[src/rtl/demux_stream_1xn_if.sv]
// Stream bundle for the 1-to-N demultiplexer: one producer side, N consumer channels.
// Also carries the err_o and drop_o status flags.
interface demux_stream_1xn_if #(
  parameter int N_CH   = 4,
  parameter int DATA_W = 8,
  parameter int SEL_W  = 2
);
  logic [DATA_W-1:0]      x_i;
  logic [SEL_W-1:0]       sel_i;
  logic                   valid_i;
  logic                   ready_o;
  logic [N_CH*DATA_W-1:0] y_o;
  logic [N_CH-1:0]        valid_o;
  logic [N_CH-1:0]        ready_i;
  logic                   err_o;
  logic                   drop_o;

  modport master (
    output x_i, sel_i, valid_i, ready_i,
    input  ready_o, y_o, valid_o, err_o, drop_o
  );

  modport slave (
    input  x_i, sel_i, valid_i, ready_i,
    output ready_o, y_o, valid_o, err_o, drop_o
  );
endinterface

[src/rtl/demux_stream_1xn.sv]
// 1-to-N streaming demultiplexer with a one-word holding slot per channel.
// Words with an out-of-range select are accepted and dropped, raising a sticky error.
module demux_stream_1xn #(
  parameter int N_CH   = 4,
  parameter int DATA_W = 8,
  parameter int SEL_W  = 2
) (
  input logic              clk_i,
  input logic              rst_i,
  demux_stream_1xn_if.slave bus
);
  localparam int SEL_W_REQ = ($clog2(N_CH) > 1) ? $clog2(N_CH) : 1;

  if (SEL_W != SEL_W_REQ) begin : g_bad_sel_w
    $error("demux_stream_1xn: SEL_W must equal max(1, clog2(N_CH))");
  end

  typedef enum logic {EMPTY = 1'b0, FULL = 1'b1} slot_state_t;

  slot_state_t       state_q [N_CH];
  slot_state_t       state_d [N_CH];
  logic [DATA_W-1:0] data_q  [N_CH];
  logic [N_CH-1:0]   load;
  logic              sel_hit;
  logic              ready;
  logic              drop_now;
  logic              err_q;
  logic              drop_q;

  // An unmatched select means out of range: always ready, so the word is swallowed.
  always_comb begin
    sel_hit = 1'b0;
    ready   = 1'b1;
    for (int k = 0; k < N_CH; k++) begin
      if (bus.sel_i == SEL_W'(k)) begin
        sel_hit = 1'b1;
        ready   = (state_q[k] == EMPTY) || bus.ready_i[k];
      end
    end
  end

  always_comb begin
    load = '0;
    for (int k = 0; k < N_CH; k++) begin
      state_d[k] = state_q[k];
      load[k]    = bus.valid_i && ready && (bus.sel_i == SEL_W'(k));
      if (load[k]) begin
        state_d[k] = FULL;
      end else if ((state_q[k] == FULL) && bus.ready_i[k]) begin
        state_d[k] = EMPTY;
      end
    end
  end

  assign drop_now = bus.valid_i && !sel_hit;

  always_ff @(posedge clk_i) begin
    if (rst_i) begin
      for (int k = 0; k < N_CH; k++) begin
        state_q[k] <= EMPTY;
        data_q[k]  <= '0;
      end
      err_q  <= 1'b0;
      drop_q <= 1'b0;
    end else begin
      for (int k = 0; k < N_CH; k++) begin
        state_q[k] <= state_d[k];
        if (load[k]) begin
          data_q[k] <= bus.x_i;
        end
      end
      drop_q <= drop_now;
      if (drop_now) begin
        err_q <= 1'b1;
      end
    end
  end

  for (genvar k = 0; k < N_CH; k++) begin : g_out
    assign bus.y_o[k*DATA_W +: DATA_W] = data_q[k];
    assign bus.valid_o[k]              = (state_q[k] == FULL);
  end

  assign bus.ready_o = ready;
  assign bus.err_o   = err_q;
  assign bus.drop_o  = drop_q;
endmodule

[src/flat_wrapper.sv]
// flat-port wrapper written by rule: the top's interface ports become plain ports
module demux_stream_1xn_flat 
#(
  parameter int N_CH   = 4,
  parameter int DATA_W = 8,
  parameter int SEL_W  = 2
)
  (clk_i, rst_i, bus_x_i, bus_sel_i, bus_valid_i, bus_ready_i, bus_ready_o, bus_y_o, bus_valid_o, bus_err_o, bus_drop_o);
  demux_stream_1xn_if #(.N_CH(N_CH), .DATA_W(DATA_W), .SEL_W(SEL_W)) bus_i ();
  input logic clk_i;
  input logic rst_i;
  input wire logic [$bits(bus_i.x_i)-1:0] bus_x_i;
  input wire logic [$bits(bus_i.sel_i)-1:0] bus_sel_i;
  input wire logic [$bits(bus_i.valid_i)-1:0] bus_valid_i;
  input wire logic [$bits(bus_i.ready_i)-1:0] bus_ready_i;
  output wire logic [$bits(bus_i.ready_o)-1:0] bus_ready_o;
  output wire logic [$bits(bus_i.y_o)-1:0] bus_y_o;
  output wire logic [$bits(bus_i.valid_o)-1:0] bus_valid_o;
  output wire logic [$bits(bus_i.err_o)-1:0] bus_err_o;
  output wire logic [$bits(bus_i.drop_o)-1:0] bus_drop_o;
  assign bus_i.x_i = bus_x_i;
  assign bus_i.sel_i = bus_sel_i;
  assign bus_i.valid_i = bus_valid_i;
  assign bus_i.ready_i = bus_ready_i;
  assign bus_ready_o = bus_i.ready_o;
  assign bus_y_o = bus_i.y_o;
  assign bus_valid_o = bus_i.valid_o;
  assign bus_err_o = bus_i.err_o;
  assign bus_drop_o = bus_i.drop_o;
  demux_stream_1xn #(.N_CH(N_CH), .DATA_W(DATA_W), .SEL_W(SEL_W)) u_core (.clk_i(clk_i), .rst_i(rst_i), .bus(bus_i));
endmodule
[config.mk]
export PLATFORM = sky130hd
export DESIGN_NAME = demux_stream_1xn_flat
export DESIGN_NICKNAME = d
export VERILOG_FILES = /design/src/rtl/demux_stream_1xn_if.sv /design/src/rtl/demux_stream_1xn.sv /design/src/flat_wrapper.sv
export SDC_FILE = /design/constraint.sdc
export NUM_CORES = 1
export LEC_CHECK = 0
export CORE_MARGIN = 2
export CORE_UTILIZATION = 49
export DETAILED_ROUTE_END_ITERATION = 7
export GPL_ROUTABILITY_DRIVEN = 0
export PLACE_DENSITY = 0.84
export SLEW_MARGIN = 20
export SYNTH_ARGS = -nofsm -noshare
export SYNTH_HDL_FRONTEND = slang
export SYNTH_SLANG_ARGS = --single-unit
[constraint.sdc]
create_clock -name clk_i -period 5.3 [get_ports clk_i]
set_clock_uncertainty 0.2 [all_clocks]
set_input_delay 0.795 -clock clk_i [delete_from_list [all_inputs] [get_ports clk_i]]
set_output_delay 0.795 -clock clk_i [all_outputs]
set_load 0.005 [all_outputs]
==> results of run 1 <==
==> cells in the final DEF, fill, tap and decap left out, types with 3 or more instances in the layout <==
| master | netlist | final |
|---|---|---|
| nand2b_1 | 4 | 4 |
| nor4b_2 | 9 | 9 |
| nor4b_1 | 23 | 23 |
| dfxtp_1 | 6 | 6 |
| clkdlybuf4s50_1 | 0 | 55 |
| clkbuf_4 | 0 | 5 |
| nor2b_1 | 5 | 5 |
| edfxtp_1 | 32 | 32 |
| o31ai_2 | 1 | 3 |
| or3b_2 | 3 | 3 |
==> sequential cells by signal, indices dropped and copies added (netlist names) <==
register and cells:
u_core.bus.drop_o 1, u_core.bus.err_o 1, u_core.data_q 32, u_core.state_q 4
==> metal layers <==
metal  up-vias  routed length, um  track usage (%)  part of all wire [%]
met3         5                189             4.64                   5.2
met2        43               1930             32.0                    53
met1       550               1480             22.5                    40
li1        545                  -                -                     -
met4         0                 61             8.97                   1.7
met5         -                  0                0                     0
==> final timing paths <==
kind,startpoint,endpoint,slack (ns)
max reg2reg,u_core.state_q[2],u_core.data_q[2][6],3.32
min reg2reg,u_core.bus.err_o,u_core.bus.err_o,0.28
min,u_core.bus.err_o,u_core.bus.err_o,0.28
max,bus_sel_i[1],bus_ready_o,1.49
==> cell usage after synthesis <==
library cell  count  share of area (%)
edfxtp_1         32                 56
nor4b_1          23                 12
nor4b_2           9                7.8
clkbuf_1          6                1.3
dfxtp_1           6                7.0
nor2b_1           5                1.8
buf_4             4                1.7
nand2b_1          4                1.5
o31ai_1           3                1.3
or3b_2            3                1.5
a21oi_1           2               0.58
buf_1             2               0.44
buf_6             2                1.3
inv_1             2               0.44
nand3b_1          2               0.87
or3b_1            2                1.0
a41o_1            1               0.58
buf_2             1               0.29
conb_1            1               0.22
inv_2             1               0.22
mux4_2            1                1.3
nand2_1           1               0.22
o21ai_0           1               0.29
o31ai_2           1               0.73
==> critical path: stages <==
cell and delay, ns:
clkdlybuf4s50_1 0.67, inv_1 0.51, mux4_2 0.38, clkdlybuf4s50_1 0.46
==> logic make-up (layout without fill, tap and decap cells) <==
group	Yosys count	count (layout)	share of synthesized area, %
compound gates	8	8	3.49
flops	38	38	62.8
simple gates	49	49	26.5
buf+inv	18	66	5.74
mux	1	1	1.31
other cells	1	1	0.218
==> final cells by class <==
type / instances / area share [%]
clock buffers: 8 / 2.54
inverters: 3 / 0.487
multi-input cells: 59 / 23.9
flip-flops and latches: 38 / 46.8
well taps: 46 / 2.49
repair buffers: 55 / 23.8
==> power groups by stage <==
| stage | logic [W] | registers, W | clock network (W) |
|---|---|---|---|
| after detailed placement | 0.0000742 | 0.000348 | 0 |
| after global placement | 0.0000715 | 0.000347 | 0 |
| after floorplan | 0.0000290 | 0.000349 | 0 |
| after CTS | 0.0000745 | 0.000341 | 0.000155 |
| final | 0.0000752 | 0.000341 | 0.000154 |
| after global routing | 0.0000793 | 0.000342 | 0.000167 |
==> stage by stage <==
stage	cell area, um^2	instances
after floorplan	1720	115
after global placement	2240	201
after detailed placement	2240	201
after CTS	2300	209
final	2310	209
after global routing	2310	209
==> metrics.md, run 1 <==
| Metric | Value |
|---|---|
| Root Driver | clkbuf_4 |
| Dpl hpwl | 2660 um |
| Hold path depth | 1 |
| FF+latch area | 1080 um^2 |
| Worst R2R Path Depth | 2 |
| Power, Total | 0.000570 W |
| ANT nets after route | 0 |
| CP Class | in2out |
| Via Count | 1143 |
| Nets | 179 |
| Initial Util | 51.2% |
| Run status | completed |
| Slew HR | 35.3% |
| Fill cells | 268 |
| Crit end category | output pin |
| Post_cts resized | 0 |
| Logic pwr share | 13.2% |
| Total GRT Usage | 18.9% |
| Period utilization | 71.8% |
| Row Count | 21 |
| Library cells used by synthesis | 24 |
| Int Power | 0.000444 W |
| Worst EP required | 4.30 ns |
| Post-CTS setup buffer count | 0 |
| WHS | 0.280 ns |
| Setup violations, final | 0 |
| Synthesis warning total | 0 |
| RSZ-0062 raised after global routing | false |
| Hold Vio Cnt, Final | 0 |
| Post-synth net total | 132 |
| Clk buf depth | 2 |
| Mapped cell area | 1720 um^2 |
| DR vias/cell | 5.47 |
| Drt drc | 0 |
| Maximum vdd drop | 0.168 mV |
| Die height | 63.3 um |
| Die area | 4000 um^2 |
| Setup crit start kind | input pin |
| LEAKAGE | 0.748 nW |
| Sequential area share after synthesis | 62.8% |
| FF+latch count, synth | 38 |
| GR Overflow Total | 0 |
| Fmax | 263 MHz |
| Utilization after layout | 68.7% |
| Clock power frac | 27.0% |
| Initial antenna violation count | 0 |
| Clock Sinks | 38 |
| Setup WS post-layout | 1.49 ns |
| First-pass GRT wire length | 5550 um |
| Final Slew Violations | 0 |
| H-tree depth | 2 |
| Sw Share | 22.1% |
| Worst-path maximum fanout | 14 |
| Drt first pass iters | 5 |
| DP Worst Slack | 1.53 ns |
| Critical Path AT | 2.81 ns |
| IO Port Bufs | 55 |
| Worst skew pair latency | 0.35 ns |
| Layout area overhead | 34.2% |
| Worst-path clk slew | 0.10 ns |
| Maximum number of pins on one net before global-route repair | 19 |
| CTS Buf Count | 5 |
| Multi-input gate area | 552 um^2 |
| Average size of a mapped cell | 15.0 um^2 |
| Post-layout min period | 3.81 ns |
| Hold Path Class | reg2reg |
| Average wire per standard cell | 17.5 um |
| CTS tree | done |
| Post-Route WL | 3660 um |
| Pwr/cell area | 247 nW/um^2 |
| Synth Instances | 115 |
| CTS hold repair buffers | 0 |
| Switching pwr | 0.000126 W |
| Chip width | 63.3 um |
| Maxcap violations | 0 |
| Vias in the first global route | 1116 |
| Layout cells sized above 1 | 14.1% |
| Antenna diode count | 0 |
| Ports | 56 |
| Starting DRT DRC Count | 42 |
| Flop pwr share | 59.8% |
| Core area | 3360 um^2 |
| TNS Setup | 0 ns |
| Worst-Margin Slew | 0.969 ns |
No activity file was read; power rests on OpenSTA's default activity.
==> run 2, diff against run 1 <==
--- a/config.mk
+++ b/config.mk
@@ -6,10 +6,10 @@
 export NUM_CORES = 1
 export LEC_CHECK = 0
 export CORE_MARGIN = 2
-export CORE_UTILIZATION = 49
+export CORE_UTILIZATION = 41
 export DETAILED_ROUTE_END_ITERATION = 7
 export GPL_ROUTABILITY_DRIVEN = 0
-export PLACE_DENSITY = 0.84
+export PLACE_DENSITY = 0.75
 export SLEW_MARGIN = 20
 export SYNTH_ARGS = -nofsm -noshare
 export SYNTH_HDL_FRONTEND = slang
==> constraint.sdc (replaced) <==
create_clock -name clk_i -period 3.2 [get_ports clk_i]
set_clock_uncertainty 0.2 [all_clocks]
set_input_delay 0.48 -clock clk_i [delete_from_list [all_inputs] [get_ports clk_i]]
set_output_delay 0.48 -clock clk_i [all_outputs]
set_load 0.005 [all_outputs]
==> run 2 against run 1 <==
Clock power increased by 100%. Clock-buffer cell count decreased by 2. Cell count increased by 4.8%. Power increased by 76%. Global-route usage decreased by 0.69 points. Design area increased by 2.7%. Setup slack got worse by 1.1 ns. Highest routed layer unchanged.
==> metrics.md, run 2 (same netlist as run 1, synthesis figures left out) <==
| Metric | Value |
|---|---|
| Run status | completed |
| Drt drc | 0 |
| Layout area overhead | 37.9% |
| Initial Util | 42.7% |
| Row Count | 23 |
| RSZ-0062 raised after global routing | false |
| Worst-path maximum fanout | 7 |
| Hold Path Class | reg2reg |
| Die area | 4730 um^2 |
| Slew HR | 38.5% |
| Post-layout min period | 2.80 ns |
| Post-Route M1 WL | 1410 um |
| Setup crit start kind | input pin |
| DP Worst Slack | 0.408 ns |
| Dpl hpwl | 2870 um |
| Average wire per standard cell | 17.6 um |
| Top reg by flops | u_core.data_q |
| CTS hold repair buffers | 0 |
| Setup violations, final | 0 |
| Post-Route WL | 3850 um |
| Critical Path AT | 2.12 ns |
| Initial antenna violation count | 0 |
| TNS Setup | 0 ns |
| CTS tree | done |
| Commonest non-fill, non-tap cells in the layout | 55 x clkdlybuf4s50_1, 32 x edfxtp_1, 23 x nor4b_1 |
| CTS Buf Count | 5 |
| Drt first pass iters | 4 |
| CP Class | in2out |
| Setup WS post-layout | 0.403 ns |
| Nets | 185 |
| Antenna diode count | 0 |
| Maxcap violations | 0 |
| Final Slew Violations | 0 |
| Post-CTS setup buffer count | 0 |
| FF+latch area | 1080 um^2 |
| ANT nets after route | 0 |
| Root Driver | clkbuf_8 |
| Worst-path clk slew | 0.07 ns |
| WL met2 | 2040 um |
| Crit end category | output pin |
| Top Layer Used | met4 |
| Post_cts resized | 0 |
| Maximum number of pins on one net before global-route repair | 19 |
| Clock Sinks | 38 |
| Chip width | 68.8 um |
| Fmax | 358 MHz |
| Most common cell after layout, fill and taps aside | clkdlybuf4s50_1 |
| Maximum vdd drop | 0.201 mV |
| Via Count | 1207 |
| GR Overflow Total | 0 |
| LEAKAGE | 0.785 nW |
| DR vias/cell | 5.51 |
| Die height | 68.8 um |
| Met3 WL | 355 um |
| Worst-Margin Slew | 0.920 ns |
| Total GRT Usage | 18.2% |
| Layout cells sized above 1 | 16.0% |
| Max FFs per register | 32 |
| Starting DRT DRC Count | 40 |
| Clk buf depth | 2 |
| Power, Total | 0.00100 W |
| Top flop regs | u_core.data_q: 32 flops, u_core.state_q: 4 flops |
| Hold Vio Cnt, Final | 0 |
| IO Port Bufs | 55 |
| Vias in the first global route | 1118 |
| Fill cells | 346 |
| Worst skew pair latency | 0.29 ns |
| Period utilization | 87.4% |
| First-pass GRT wire length | 5930 um |
| Ports | 56 |
| H-tree depth | 2 |
| Core area | 4030 um^2 |
| Worst EP required | 2.52 ns |
| Pwr/cell area | 422 nW/um^2 |
| Multi-input gate area | 542 um^2 |
run 2: cell count changes in the layout (fill, tap and decap cells not counted):
cell	delta
buf_4	+6
clkbuf_1	-1
clkbuf_4	-5
clkbuf_8	+4
clkinv_1	+1
clkinv_2	+1
o21ai_0	+1
o21ai_1	-1
o31ai_1	+2
o31ai_2	-2
run 2: worst paths after layout:
path / from / to / slack [ns] / cells after the start
min reg2reg: u_core.bus.err_o / u_core.bus.err_o / 0.27 / 1
min: u_core.bus.err_o / u_core.bus.err_o / 0.27 / 1
max: bus_sel_i[0] / bus_ready_o / 0.40 / 3
max reg2reg: u_core.state_q[2] / u_core.data_q[2][7] / 1.24 / 3
run 2: metal layers:
metal,vias up,global-route usage [%]
met5,-,0
met4,0,7.35
met3,6,6.17
met2,63,30.8
met1,580,21.1
li1,558,-
run 2: report_power, final:
part           internal, W  leakage (nW)  switching (W)
Combinational    0.0000733         0.349      0.0000560
Sequential        0.000558         0.393     0.00000656
Clock             0.000150        0.0426       0.000158
Total             0.000781         0.785       0.000221
run 2: layout make-up:
cell class / instances / share of cell area [%]
sequential: 38 / 45.5
timing repair buffer: 61 / 25.1
multi-input combinational: 59 / 22.8
clock buffer: 6 / 3.06
tap: 50 / 2.64
inverter: 3 / 0.474
clock inverter: 2 / 0.369
run 2: per-stage QoR:
step	utilization (%)	area [um^2]	std cells	hold WS, ns
global placement	56.9	2290	211	0.260
detailed placement	56.9	2290	211	0.262
finish	58.9	2370	219	0.275
CTS	58.9	2370	219	0.275
floorplan	-	1720	115	0.262
global route	58.9	2370	219	0.295
run 2: critical path, cell delays in order:
cell	delay, ns
clkdlybuf4s50_1	0.62
mux4_2	0.55
clkdlybuf4s50_1	0.46
==> run 3, diff against run 2 <==
--- a/config.mk
+++ b/config.mk
@@ -5,6 +5,7 @@
 export SDC_FILE = /design/constraint.sdc
 export NUM_CORES = 1
 export LEC_CHECK = 0
+export CORE_ASPECT_RATIO = 2
 export CORE_MARGIN = 2
 export CORE_UTILIZATION = 41
 export DETAILED_ROUTE_END_ITERATION = 7
==> run 3 against run 2 <==
Utilization up 0.30 points. Clock power rose by 27%. Critical path depth is the same. Cell count increased by 0.46%. Sequential share of layout area shrank 0.43 points. Design area rose by 0.95%. Critical path type unchanged. Highest routed layer unchanged.
==> metrics.md, run 3 (same netlist as run 1, synthesis figures left out) <==
| Metric | Value |
|---|---|
| First-pass GRT wire length | 5800 um |
| CTS hold repair buffers | 0 |
| Total GRT Usage | 16.9% |
| Run status | completed |
| Top Layer Used | met4 |
| Row Count | 33 |
| Ports | 56 |
| CTS tree | done |
| Utilization after layout | 59.2% |
| Crit end category | output pin |
| Worst skew pair latency | 0.29 ns |
| Power, Total | 0.00108 W |
| Hold Vio Cnt, Final | 0 |
| Nets | 184 |
| H-tree depth | 2 |
| Drt drc | 0 |
| LEAKAGE | 0.795 nW |
| ANT nets after route | 0 |
| Setup WS post-layout | 0.441 ns |
| TNS Setup | 0 ns |
| Starting DRT DRC Count | 31 |
| Via Count | 1233 |
| Layout cells sized above 1 | 16.7% |
| Top reg by flops | u_core.data_q |
| Core area | 4050 um^2 |
| Post-Route WL | 3850 um |
| Maximum number of pins on one net before global-route repair | 19 |
| Fmax | 362 MHz |
| Post-layout min period | 2.76 ns |
| CP Class | in2out |
| IO Port Bufs | 55 |
| Worst-path maximum fanout | 7 |
| Root Driver | clkbuf_8 |
| RSZ-0062 raised after global routing | false |
| Reg2reg start | u_core.state_q[2] |
| Worst R2R Path Depth | 3 |
| Post-CTS setup buffer count | 0 |
| R2r endpoint | u_core.data_q[2][1] |
| Layout area overhead | 39.2% |
| R2r setup slk | 1.29 ns |
| Worst EP required | 2.52 ns |
| Die height | 95.6 um |
| Commonest non-fill, non-tap cells in the layout | 55 x clkdlybuf4s50_1, 32 x edfxtp_1, 23 x nor4b_1 |
| Antenna diode count | 0 |
| HP Start | u_core.bus.err_o |
| Clock Sinks | 38 |
| Top flop regs | u_core.data_q: 32 flops, u_core.state_q: 4 flops |
| Post-Route M1 WL | 1290 um |
| Maxcap violations | 0 |
| Setup crit start kind | input pin |
| DR vias/cell | 5.60 |
| Worst-Margin Slew | 0.920 ns |
| Final Slew Violations | 0 |
| Post_cts resized | 0 |
| Average wire per standard cell | 17.5 um |
| Hold Path Class | reg2reg |
| Max FFs per register | 32 |
| Chip width | 49.8 um |
| WL met2 | 2130 um |
| Setup violations, final | 0 |
| Vias in the first global route | 1207 |
| Period utilization | 86.2% |
| Dpl hpwl | 2860 um |
| Die area | 4760 um^2 |
| Drt first pass iters | 4 |
| Initial antenna violation count | 0 |
| Maximum vdd drop | 0.299 mV |
| Hold path depth | 1 |
| Critical Path AT | 2.08 ns |
| Hold Path Sink | u_core.bus.err_o |
| Clk buf depth | 2 |
| GR Overflow Total | 0 |
| Fill cells | 368 |
| DP Worst Slack | 0.443 ns |
| Worst-path clk slew | 0.07 ns |
| Slew HR | 38.6% |
| Pwr/cell area | 453 nW/um^2 |
| CTS Buf Count | 5 |
| WHS | 0.277 ns |
| Initial Util | 42.5% |
| Met3 WL | 255 um |
| Most common cell after layout, fill and taps aside | clkdlybuf4s50_1 |
-- run 3: changes by cell type in the layout (fill, tap and decap cells not counted) --
| cell | change |
|---|---|
| clkbuf_1 | -1 |
| buf_4 | -1 |
| clkinv_2 | +1 |
| clkinv_1 | -1 |
| bufinv_16 | +1 |
-- run 3: how the worst max path moves through the flow --
stage,from,to,slack (ns)
after floorplan,bus_sel_i[1],u_core.data_q[2][0],1.01
after global placement,bus_sel_i[0],bus_ready_o,0.45
after detailed placement,bus_sel_i[0],bus_ready_o,0.44
after CTS,bus_sel_i[0],bus_ready_o,0.43
after global routing,bus_sel_i[0],bus_ready_o,0.36
final,bus_sel_i[0],bus_ready_o,0.44
-- run 3: area by class of cell --
| cell class | count | area, um^2 | area share (%) |
|---|---|---|---|
| inverters | 3 | 11.3 | 0.470 |
| well taps | 52 | 65.1 | 2.72 |
| clock buffers | 5 | 68.8 | 2.87 |
| repair buffers | 60 | 588 | 24.5 |
| multi-input cells | 59 | 542 | 22.6 |
| clock inverters | 3 | 40.0 | 1.67 |
| flip-flops and latches | 38 | 1080 | 45.1 |
-- run 3: power by group --
| part | leakage [nW] | internal (W) | switching, W |
|---|---|---|---|
| logic | 0.343 | 0.0000729 | 0.0000555 |
| registers | 0.393 | 0.000558 | 0.00000729 |
| clock network | 0.0579 | 0.000229 | 0.000161 |
-- run 3: layer usage --
metal	global-route usage [%]	vias to the layer above
met4	13.0	0
met1	15.7	604
met3	3.29	15
met5	0	-
met2	31.4	64
li1	-	550
-- run 3: critical path: stages --
cell and delay (ns):
clkdlybuf4s50_1 0.61, mux4_2 0.53, clkdlybuf4s50_1 0.46
-- run 3: per-stage QoR --
step,instance area (um^2),std cells
2_1_floorplan,1720,115
3_3_place_gp,2290,212
3_5_place_dp,2290,212
4_1_cts,2400,220
5_1_grt,2400,220
6_report,2400,220
